$ cat config.mk
export PLATFORM = sky130hd
export DESIGN_NAME = medfilt_stim_gen
export DESIGN_NICKNAME = d
export VERILOG_FILES = /design/src/rtl/medfilt_pkg.sv /design/src/rtl/medfilt_lfsr16.sv /design/src/rtl/medfilt_stim_gen.sv
export SDC_FILE = /design/constraint.sdc
export NUM_CORES = 1
export LEC_CHECK = 0
export BUFFER_PORTS_ARGS = -buffer_cell sky130_fd_sc_hd__buf_2
export CORE_MARGIN = 3
export CORE_UTILIZATION = 45
export DETAILED_ROUTE_END_ITERATION = 7
export HOLD_SLACK_MARGIN = 0.03
export RECOVER_POWER = 50
export SYNTH_ARGS = -nofsm -noshare
export SYNTH_HDL_FRONTEND = slang
export SYNTH_SLANG_ARGS = --single-unit
$ cat constraint.sdc
create_clock -name clk -period 2.67 [get_ports clk]
set_clock_uncertainty 0.05 [all_clocks]
set_input_delay 0.267 -clock clk [delete_from_list [all_inputs] [get_ports clk]]
set_output_delay 0.267 -clock clk [all_outputs]
set_load 0.02 [all_outputs]
$ cat src/rtl/medfilt_pkg.sv
// Shared types and constants for the median-filter stimulus generator.
package medfilt_pkg;

   typedef enum logic [1:0] {
      CONST  = 2'd0,
      RAMP   = 2'd1,
      LFSR   = 2'd2,
      SQUARE = 2'd3
   } mode_t;

   typedef enum logic [1:0] {
      IDLE = 2'd0,
      RUN  = 2'd1,
      FIN  = 2'd2
   } state_t;

   localparam logic [15:0] LFSR_POLY         = 16'hB400;
   localparam logic [15:0] LFSR_SEED_DEFAULT = 16'hACE1;

   // One step of the right-shifting Galois LFSR.
   function automatic logic [15:0] lfsr_next(input logic [15:0] cur);
      return cur[0] ? ((cur >> 1) ^ LFSR_POLY) : (cur >> 1);
   endfunction

endpackage

$ cat src/rtl/medfilt_lfsr16.sv
// 16-bit Galois LFSR with synchronous reseed; load wins over advance.
module medfilt_lfsr16
   import medfilt_pkg::*;
(
   input  logic        clk,
   input  logic        rst,
   input  logic        load,
   input  logic [15:0] seed,
   input  logic        adv,
   output logic [15:0] q
);

   // Reseed on reset or load, otherwise step once per advance request.
   always_ff @(posedge clk) begin
      // NOTE: non-blocking assignments keep every register reading pre-edge values.
      if (rst || load) begin
         q <= seed;
      end else if (adv) begin
         q <= lfsr_next(q);
      end
   end

endmodule

$ cat src/rtl/medfilt_stim_gen.sv
// Burst sample source (const / ramp / LFSR / square) with optional impulses.
module medfilt_stim_gen
   import medfilt_pkg::*;
#(
   parameter int          N     = 8,
   parameter int          LEN_W = 8,
   parameter logic [15:0] SEED  = LFSR_SEED_DEFAULT
) (
   input  logic             clk,
   input  logic             rst,
   input  logic             start,
   input  logic [1:0]       mode,
   input  logic [N-1:0]     base,
   input  logic [N-1:0]     step,
   input  logic [LEN_W-1:0] len,
   input  logic             imp_en,
   input  logic [3:0]       imp_per,
   output logic [N-1:0]     sample,
   output logic             sample_valid,
   output logic             busy,
   output logic             done
);

   localparam logic [N-1:0] IMP_MAX = {1'b0, {(N-1){1'b1}}};
   localparam logic [N-1:0] IMP_MIN = {1'b1, {(N-1){1'b0}}};

   state_t           state, state_nxt;
   mode_t            cfg_mode;
   logic [N-1:0]     cfg_base, cfg_step, ramp_acc;
   logic [LEN_W-1:0] cfg_len, k, len_m1;
   logic             cfg_imp_on, imp_pol;
   logic [3:0]       cfg_per, imp_cnt;
   logic             accept, emit, is_imp;
   logic [N-1:0]     base_val, sample_nxt;
   logic [15:0]      lfsr_q;
   logic             lfsr_unused;

   // Only the low N bits feed the sample; fold the rest so nothing dangles.
   assign lfsr_unused = ^lfsr_q;

   medfilt_lfsr16 u_lfsr (
      .clk  (clk),
      .rst  (rst),
      .load (accept),
      .seed (SEED),
      .adv  (emit),
      .q    (lfsr_q)
   );

   // State register.
   always_ff @(posedge clk) begin
      if (rst) state <= IDLE;
      else     state <= state_nxt;
   end

   assign len_m1 = cfg_len - LEN_W'(1);

   // Next-state decode; len of 0 wraps len_m1 to all-ones, giving 2^LEN_W samples.
   always_comb begin
      // NOTE: defaults first so every path assigns every output and no latch is inferred.
      state_nxt = state;
      accept    = 1'b0;
      emit      = 1'b0;
      unique case (state)
         IDLE: if (start) begin
            accept    = 1'b1;
            state_nxt = RUN;
         end
         RUN: begin
            emit = 1'b1;
            if (k == len_m1) state_nxt = FIN;
         end
         FIN:     state_nxt = IDLE;
         default: state_nxt = IDLE;
      endcase
   end

   // Per-sample waveform value, then impulse substitution on every P-th sample.
   always_comb begin
      base_val = cfg_base;
      unique case (cfg_mode)
         CONST:  base_val = cfg_base;
         RAMP:   base_val = ramp_acc;
         LFSR:   base_val = lfsr_q[N-1:0];
         SQUARE: base_val = k[0] ? (~cfg_base + N'(1)) : cfg_base;
      endcase
      is_imp     = cfg_imp_on && (imp_cnt == cfg_per - 4'd1);
      sample_nxt = is_imp ? (imp_pol ? IMP_MIN : IMP_MAX) : base_val;
   end

   // Configuration latch, burst counters and the registered output stage.
   always_ff @(posedge clk) begin
      if (rst) begin
         cfg_mode     <= CONST;
         cfg_base     <= '0;
         cfg_step     <= '0;
         cfg_len      <= '0;
         cfg_imp_on   <= 1'b0;
         cfg_per      <= '0;
         k            <= '0;
         ramp_acc     <= '0;
         imp_cnt      <= '0;
         imp_pol      <= 1'b0;
         sample       <= '0;
         sample_valid <= 1'b0;
         busy         <= 1'b0;
         done         <= 1'b0;
      end else begin
         sample       <= emit ? sample_nxt : '0;
         sample_valid <= emit;
         busy         <= emit;
         done         <= (state == FIN);
         if (accept) begin
            cfg_mode   <= mode_t'(mode);
            cfg_base   <= base;
            cfg_step   <= step;
            cfg_len    <= len;
            cfg_imp_on <= imp_en && (imp_per != 4'd0);
            cfg_per    <= imp_per;
            k          <= '0;
            ramp_acc   <= base;
            imp_cnt    <= '0;
            imp_pol    <= 1'b0;
         end else if (emit) begin
            k        <= k + LEN_W'(1);
            ramp_acc <= ramp_acc + cfg_step;
            if (is_imp) begin
               imp_cnt <= '0;
               imp_pol <= ~imp_pol;
            end else begin
               imp_cnt <= imp_cnt + 4'd1;
            end
         end
      end
   end

endmodule
# ---- Word-level counts from Yosys, hierarchy flattened
# Index checks and enable logic that the tools add are counted.
dict set report totals {
  input_bits 34
  wordCells 59
  output_inout_bits 11
  ff_bits 80
}
dict set report classes {
  mux 14
  n_addsub 6
  n_bitwise 4
  n_eq_ne 9
  n_reduce_logical 11
}
# op count
set op_table {}
lappend op_table {{8-bit 2-to-1 mux} 5}
lappend op_table {{8-bit case mux with 4 select lines} 1}
lappend op_table {{8-bit by 1-bit adder with 8-bit output (second input constant)} 2}
lappend op_table {{16-bit 2-to-1 mux} 1}
lappend op_table {{8-bit adder} 1}
lappend op_table {{8-bit equality test} 1}
lappend op_table {{8-bit inverter} 1}
lappend op_table {{8-bit by 1-bit subtractor with 8-bit output (second input constant)} 1}
lappend op_table {{2-bit equality test (second input constant)} 3}
lappend op_table {{4-bit by 1-bit adder with 4-bit output (second input constant)} 1}
lappend op_table {{2-bit by 1-bit equality test with 1-bit output (second input constant)} 2}
lappend op_table {{4-bit equality test} 1}
lappend op_table {{2-bit zero test} 2}
lappend op_table {{2-bit 2-to-1 mux} 2}
lappend op_table {{4-bit 2-to-1 mux} 1}
lappend op_table {{2-bit != test (second input constant)} 2}
lappend op_table {{3-bit inverter with 4-bit output} 1}
lappend op_table {{2-bit case mux with 2 select lines} 1}
lappend op_table {{2-bit AND reduction} 2}
lappend op_table {{4-bit nonzero test} 1}
lappend op_table {{2-bit OR reduction} 2}
lappend op_table {{4-bit by 1-bit subtractor with 4-bit output (second input constant)} 1}
lappend op_table {{1-bit 2-to-1 mux} 3}
lappend op_table {{1-bit logical AND} 2}
lappend op_table {{other kinds (3)} 4}

# ---- Longest topological paths before layout
# Gate-level depths: netlist of run 1.
dict set report logic_depth {
  ltp_word 5
  ltp_mapped 9
  ltp_nobuf 9
}

# ---- Hierarchy
# A second synthesis of run 1 with hierarchy kept.
dict set report hier_totals {
  cells_unflattened 410
  area_unflattened_um2 4017.6
}
# mod area_per_inst_um2 n_inst seq_area_each_um2 cells_per_inst
set modules_own_cells {}
lappend modules_own_cells {medfilt_stim_gen 3254.4 1 1281.2 372}
lappend modules_own_cells {medfilt_lfsr16 763.2 1 480.5 38}

# ---- Worst setup path after synthesis of run 1
# No wires, ideal clock.
dict set report synth_timing {
  path_kind {register -> register}
  startpoint {reg cfg_base[2]}
  endpoint {reg sample[7]}
  slack_ns 0.743
  period_less_slack_ns 1.927
  setup_time_ns 0.132
  t_arrival_ns 1.744
  path_buffers 0
  required_ns 2.488
  path_stages_with_launch 7
  path_cell_list {dfxtp_1 or4_4 o31ai_4 xnor2_1 mux4_2 nand2_1 a21oi_1}
}
dict set report synth_via {
  elab_chain_len 5
}
# element line_no
set synth_rtl {}
lappend synth_rtl {{start: declaration} medfilt_stim_gen.sv:29} ;# logic [N-1:0] cfg_base, cfg_step, ramp_acc;
lappend synth_rtl {{start signal: assignment} medfilt_stim_gen.sv:115} ;# cfg_base <= base;
lappend synth_rtl {{8-bit inverter} medfilt_stim_gen.sv:85} ;# SQUARE: base_val = k[0] ? (~cfg_base + N'(1)) : cfg_base;
lappend synth_rtl {{8-bit by 1-bit adder with 8-bit output} medfilt_stim_gen.sv:85}
lappend synth_rtl {{8-bit 2-to-1 mux} medfilt_stim_gen.sv:85}
lappend synth_rtl {{8-bit case mux with 4 select lines} medfilt_stim_gen.sv:81} ;# unique case (cfg_mode)
lappend synth_rtl {{8-bit 2-to-1 mux} medfilt_stim_gen.sv:88} ;# sample_nxt = is_imp ? (imp_pol ? IMP_MIN : IMP_MAX) : base_val;
lappend synth_rtl {{end signal: assignment} medfilt_stim_gen.sv:109} ;# sample <= emit ? sample_nxt : '0;
lappend synth_rtl {{end: declaration} medfilt_stim_gen.sv:18} ;# output logic [N-1:0] sample,
# No other way between the ends.
# A chain may end at the register's enable or synchronous reset.

# ---- Worst setup path after layout of run 1
dict set report layout_timing {
  startpoint {reg cfg_per[0]}
  endpoint {reg sample[4]}
}
dict set report layout_via {
  elab_chain_len 4
}
# element line_no
set layout_rtl {}
lappend layout_rtl {{start: declaration} medfilt_stim_gen.sv:32} ;# logic [3:0] cfg_per, imp_cnt;
lappend layout_rtl {{start signal: assignment} medfilt_stim_gen.sv:119} ;# cfg_per <= imp_per;
lappend layout_rtl {{4-bit by 1-bit subtractor with 4-bit output} medfilt_stim_gen.sv:87} ;# is_imp = cfg_imp_on && (imp_cnt == cfg_per - 4'd1);
lappend layout_rtl {{4-bit equality test} medfilt_stim_gen.sv:87}
lappend layout_rtl {{1-bit logical AND} medfilt_stim_gen.sv:87}
lappend layout_rtl {{8-bit 2-to-1 mux} medfilt_stim_gen.sv:88}
# No other way between the ends.

==> out/metrics.cfg, run 1 <==
[logic_synthesis]
ys_seq_elements=80
synth_top_cell_by_area=dfxtp_1
synth_area_leaders=dfxtp_1, nand2_1, a21oi_1
syn_avg_cell_area_sq_um=8.01
syn-num-nets=534
synthesis.area_sq_mm=0.00390
synth_edf_count=0
yosysSeqAreaShare=0.411
syn_inst=487
async_reset_ff_frac=0
synth-main-ff-cell=dfxtp_1
synth_top_area_share=0.411
synth_cell_type_count=49
ys.warnings.count=0

[pwr]
ir_worst_vdd_v=0.000246
power_density_mw_per_mm2=576
power.leakage_uw=0.00170

[timing]
period_minus_slack_ns=2.12
worst_pin_slew_ns=1.23
timing_hold_violations_final=0
fin_crit_sh=0.794
final.setup.tns_ns=0
maxSlewViolCount=0
fmax_mhz=472
setup_viol=0
holdWs_ns=0.0918
rsz0062_at_grt=false
slew_headroom=0.182

[floorplanning]
fp.coreArea_sq_mm=0.00830
start_util=0.470
io_pins=45
rows=33
die_area_sq_mm=0.00982
die_width_um=99.1
die_y_um=99.1

[final_layout]
area_delta_synth_final_pct=10.6
num_antenna_cells=0
layout-drive-gt1-share=0.112
finalNetCount=561

[drt]
ant_nets=0
wl_per_cell_um=14.0
drt_iter0_drc=167
vias=3307
via_per_inst=5.30
wl_um=8730
firstDrtPassIters=4
drc=0

[global_route]
grt_max_degree=37
grt.total_usage=0.190
antenna_found_initial=0
grt_pass1_wl_um=15000
use_met2=0.293
busiest_layer=met2
use_met3=0.0344
grt_pass1_vias=3019
overflow=0
grt_util_met1=0.268

[worst_setup_path]
worstSetupStartpointType=register
slowest_delay_ns=0.53
worstSetupPathType=reg -> reg
path_cells=inv_1 > ha_1 > xor2_1 > nand3_1 > nor3_1 > nand2b_1 > a21oi_1
cp_max_fo=7
arrival_ns=2.35
crit_required_ns=2.90
setup.worst_path.end_class=register
slowest_stage=nor3_1

[clocking]
cts_made_buffers=9
cts_tree=built
cts_sinks=80
clk_latency_ns=0.35
clk_pin_slew_ns=0.09
htree_levels=3
holdBufCountCts=0
post-cts-setup-buffers=0
clk_path_buf_depth=2
cts_resized=0
root_buffer=clkbuf_8

[hold_path]
min_path_type=in -> reg

[placed_design]
gp_congestion=0.763
port_buffers=44
hpwl_um=6270

[status]
status=finished clean

[run]
cap_violations=0

==> worst max-delay path, delay by kind of cell (launching register included) <==
kind | cells | cell delay, ns
fa+ha+maj | 1 | 0.30
flops | 1 | 0.39
buf+inv | 1 | 0.07
xor+xnor | 1 | 0.13
simple gates | 3 | 0.91
compound gates | 1 | 0.21
==> cell usage in the layout, fill, tap and decap left out, drive strengths merged, types with 5 or more instances in the layout <==
cell	count
nor3	5
o22ai	5
nor2	31
xor2	15
o21a	6
or3	7
xnor2	18
inv	13
buf	36
ha	12
o211ai	6
nand4	5
clkbuf	25
nand2	115
mux4	5
nand3	12
a21oi	62
dfxtp	80
o21ai	11
==> state kept, by name, indices dropped and copies added (netlist names), 2 cells and up <==
register and flops:
cfg_per 4, cfg_base 8, ramp_acc 8, k 8, cfg_step 8, state 2, imp_cnt 4, u_lfsr.q 16
cfg_mode 2, sample 8, cfg_len 8
==> routing by layer <==
metal / wire (um) / part of all wire
met1: 4260 / 0.49
met5: 0 / 0
met4: 99 / 0.011
met2: 3920 / 0.45
met3: 446 / 0.051
==> layout make-up <==
type / count / area [sq um]
fillers: 819 / 3990
inverters: 13 / 48.8
well taps: 105 / 131
multi-input cells: 360 / 2120
repair buffers: 50 / 243
clock buffers: 11 / 141
clock inverters: 5 / 32.5
flip-flops and latches: 80 / 1600
==> power by group <==
part,internal (uW),switching [uW]
combinational,162,208
clock,360,438
sequential,1250,67.1
total,1770,713
==> final timing paths <==
kind	startpoint	end	slack, ns	cells past startpoint
worst max-delay path	cfg_per[0]$_SDFFE_PP0P_	sample[4]$_SDFF_PP0_	0.55	7
worst min-delay path	len[4]	cfg_len[4]$_SDFFE_PP0P_	0.09	3
worst max register to register	cfg_per[0]$_SDFFE_PP0P_	sample[4]$_SDFF_PP0_	0.55	7
worst min register to register	u_lfsr.q[10]$_SDFFE_PP1P_	u_lfsr.q[9]$_SDFFE_PP0P_	0.40	2
==> synthesized netlist by cell type, types with 4 or more instances <==
cell type and count:
or3_1 7, dfxtp_1 80, o21ai_1 6, nor2b_1 4, inv_1 12, a31oi_1 4
nand2_1 115, xnor2_1 18, nand2b_1 4, nor3_1 5, o21a_1 6, clkbuf_1 31
o21ai_0 5, o211ai_1 6, mux4_2 4, nor2_1 31, nand3_1 12, o22ai_1 5
a21oi_1 62, xor2_1 15, nand4_1 5, ha_1 12
==> logic make-up (layout without fill, tap and decap cells) <==
| group | count (synthesis) | count (layout) | synth area share |
|---|---|---|---|
| buffers and inverters | 47 | 79 | 0.0468 |
| adder cells (fa/ha/maj) | 13 | 13 | 0.0436 |
| AND/OR/NAND/NOR | 196 | 196 | 0.218 |
| flip-flops | 80 | 80 | 0.411 |
| AO/OA/AOI/OAI | 111 | 111 | 0.172 |
| multiplexers | 7 | 7 | 0.0350 |
| XOR/XNOR | 33 | 33 | 0.0741 |
==> through the flow <==
step                      power, uW  utilization  area, sq um  cells  setup WS (ns)
after floorplan                1610            -         3900    487          0.743
after global placement         1710        0.502         4170    608          0.597
after detailed placement       1720        0.502         4170    608          0.540
after CTS                      2510        0.523         4340    624          0.514
after global routing           2640        0.520         4310    624          0.250
final                          2490        0.520         4310    624          0.550
Power figures use the tool's default switching activity.
==> inputs of run 2 (changes only) <==
Settings changed: PLACE_DENSITY set to 0.67.
Clock period 2.67 ns to 1.8 ns, I/O delays scaled along.
==> run 2 against run 1 <==
The flow now finishes with violations (negative setup slack). Largest cell class unchanged. Non-clock buffer count increased by 62. Setup slack got worse by 0.66 ns. Critical path type unchanged. Combinational power increased by 92%. Hold slack got worse by 0.028 ns. Routed wire length increased by 8.5%. Power increased by 64%. Final area increased by 15%. Critical endpoint is now sample[7]$_SDFF_PP0_. Final cell count increased by 9.6%. Clock-buffer cell count decreased by 1. Fmax increased by 11%.
==> out/metrics.cfg, run 2 (synthesis gave the netlist of run 1 again) <==
[status]
status=finished, violations left
violations=negative setup slack

[final_layout]
final_common_cell=nand2_1
layout-drive-gt1-share=0.216  ; +0.104
regMostFlops=u_lfsr.q
largest_reg_flops=16  ; unchanged
layout_common_cells=nand2_1, dfxtp_1, a21oi_1
finalNetCount=623  ; +11%
num_antenna_cells=0  ; unchanged
area_delta_synth_final_pct=27.5
fin_area_sq_mm=0.00497  ; +15%

[timing]
fmax_mhz=523  ; +11%
period_minus_slack_ns=1.91  ; -0.208 ns
slew_headroom=0.674  ; +0.493
worst_pin_slew_ns=0.489  ; -0.739 ns
holdWs_ns=0.0640  ; -0.0278 ns
rsz0062_at_grt=true
setup_viol=3  ; +3
maxSlewViolCount=0  ; unchanged
timing_hold_violations_final=0  ; unchanged
fin_crit_sh=1.06  ; +0.268
timing.final.ws_setup_ns=-0.113  ; -0.662 ns

[global_route]
grt_pass1_vias=3475  ; +15%
grt_max_degree=19  ; -49%
grt_pass1_wl_um=16000  ; +7.2%
overflow=0  ; unchanged
antenna_found_initial=0  ; unchanged
grt.total_usage=0.200  ; +0.00977

[clocking]
cts_tree=built
cts_made_buffers=9  ; unchanged
root_buffer=clkbuf_8
clk_latency_ns=0.35  ; about the same
htree_levels=3  ; unchanged
clk_path_buf_depth=2  ; unchanged
cts_sinks=80  ; unchanged
clk_pin_slew_ns=0.08  ; about the same

[drt]
vias=3597  ; +8.8%
drt_iter0_drc=149  ; -11%
ant_nets=0  ; unchanged
wl_per_cell_um=13.8  ; -1.1%
via_per_inst=5.26  ; -0.77%
firstDrtPassIters=4  ; unchanged
drc=0  ; unchanged
wl_um=9460  ; +8.5%

[worst_setup_path]
cp_max_fo=2  ; -5
arrival_ns=2.09  ; -0.26 ns
worstSetupStartpointType=register
reg2reg_from=cfg_base[2]$_SDFFE_PP0P_
crit_start=cfg_base[2]$_SDFFE_PP0P_
crit_required_ns=1.98  ; -0.92 ns
worstSetupPathType=reg -> reg
worst-path-buf-inv=0  ; -1
path_cells=or4_4 > o31ai_4 > xnor2_1 > mux4_2 > nand2_1 > a21oi_1
slowest_stage=or4_4
slowest_delay_ns=0.55  ; +0.02 ns
setup.worst_path.end_class=register
crit_family=simple AND/OR/NAND/NOR gates

[floorplanning]
start_util=0.470  ; unchanged
die_area_sq_mm=0.00982  ; unchanged
die_width_um=99.1  ; unchanged
fp.coreArea_sq_mm=0.00830  ; unchanged
io_pins=45  ; unchanged
rows=33  ; unchanged
die_y_um=99.1  ; unchanged

[hold_path]
min_from=step[7]
min_path_type=in -> reg

[placed_design]
hpwl_um=6780  ; +8.2%
gp_congestion=0.897  ; +18%
pre_cts_ws_ns=-0.128  ; -0.668 ns
port_buffers=44  ; unchanged
postPlaceCellArea_sq_mm=0.00441  ; +5.9%

[run]
cap_violations=0  ; unchanged

[pwr]
power.leakage_uw=0.00204  ; +20%
total_power_uw=4070  ; +64%
power_density_mw_per_mm2=819  ; +42%
ir_worst_vdd_v=0.000407  ; +65%

-- run 2: changes by cell type in the layout (fill, tap and decap cells not counted), sizes merged --
cell and change:
bufinv +2, buf +36, clkinvlp -3, dlygate4sd3 +25
-- run 2: through the flow --
step	cells	utilization	setup TNS, ns
3_3_place_gp	640	0.531	-0.135
3_5_place_dp	640	0.531	-0.308
2_1_floorplan	487	-	-0.0815
5_1_grt	684	0.599	-0.848
6_report	684	0.599	-0.205
4_1_cts	681	0.594	-0.176
-- run 2: tightest hold or removal path: cells and delay by family --
family	cells	cell delay, ns
buf+inv	1	0.09
compound gates	1	0.06
simple gates	1	0.08
-- run 2: area by class of cell --
class                           count  area (sq um)
Sequential cell                    80          1610
Tap cell                          105           131
Fill cell                         744          3330
Clock inverter                      4          70.1
Clock buffer                       10           138
Timing Repair Buffer              112           774
Multi-Input combinational cell    360          2200
Inverter                           13          48.8
-- run 2: worst paths after layout --
| kind | to | slack, ns | depth (start not counted) |
|---|---|---|---|
| max | sample[7]$_SDFF_PP0_ | -0.11 | 6 |
| min | cfg_step[7]$_SDFFE_PP0P_ | 0.06 | 3 |
| max reg2reg | sample[7]$_SDFF_PP0_ | -0.11 | 6 |
| min reg2reg | u_lfsr.q[14]$_SDFFE_PP0P_ | 0.41 | 2 |
-- run 2: report_power, final --
part / total (uW) / switching, uW / internal [uW]
Sequential: 1940 / 84.8 / 1860
Combinational: 711 / 365 / 347
Clock: 1420 / 617 / 799
-- run 2: what timing repair did --
action,CTS,global route
setup buffers,1,3
endpoints found under the hold margin,25,0
gates cloned,1,0
hold buffers,25,0
endpoints found under the setup margin,10,18
pin swaps,4,12
gates resized for setup,13,18
-- run 2: layer usage --
metal	track usage	share of wire	vias to the layer above
met5	0	0	-
met4	0.0525	0.014	0
met3	0.0470	0.046	14
met2	0.322	0.47	85
met1	0.271	0.47	1667
li1	-	-	1831
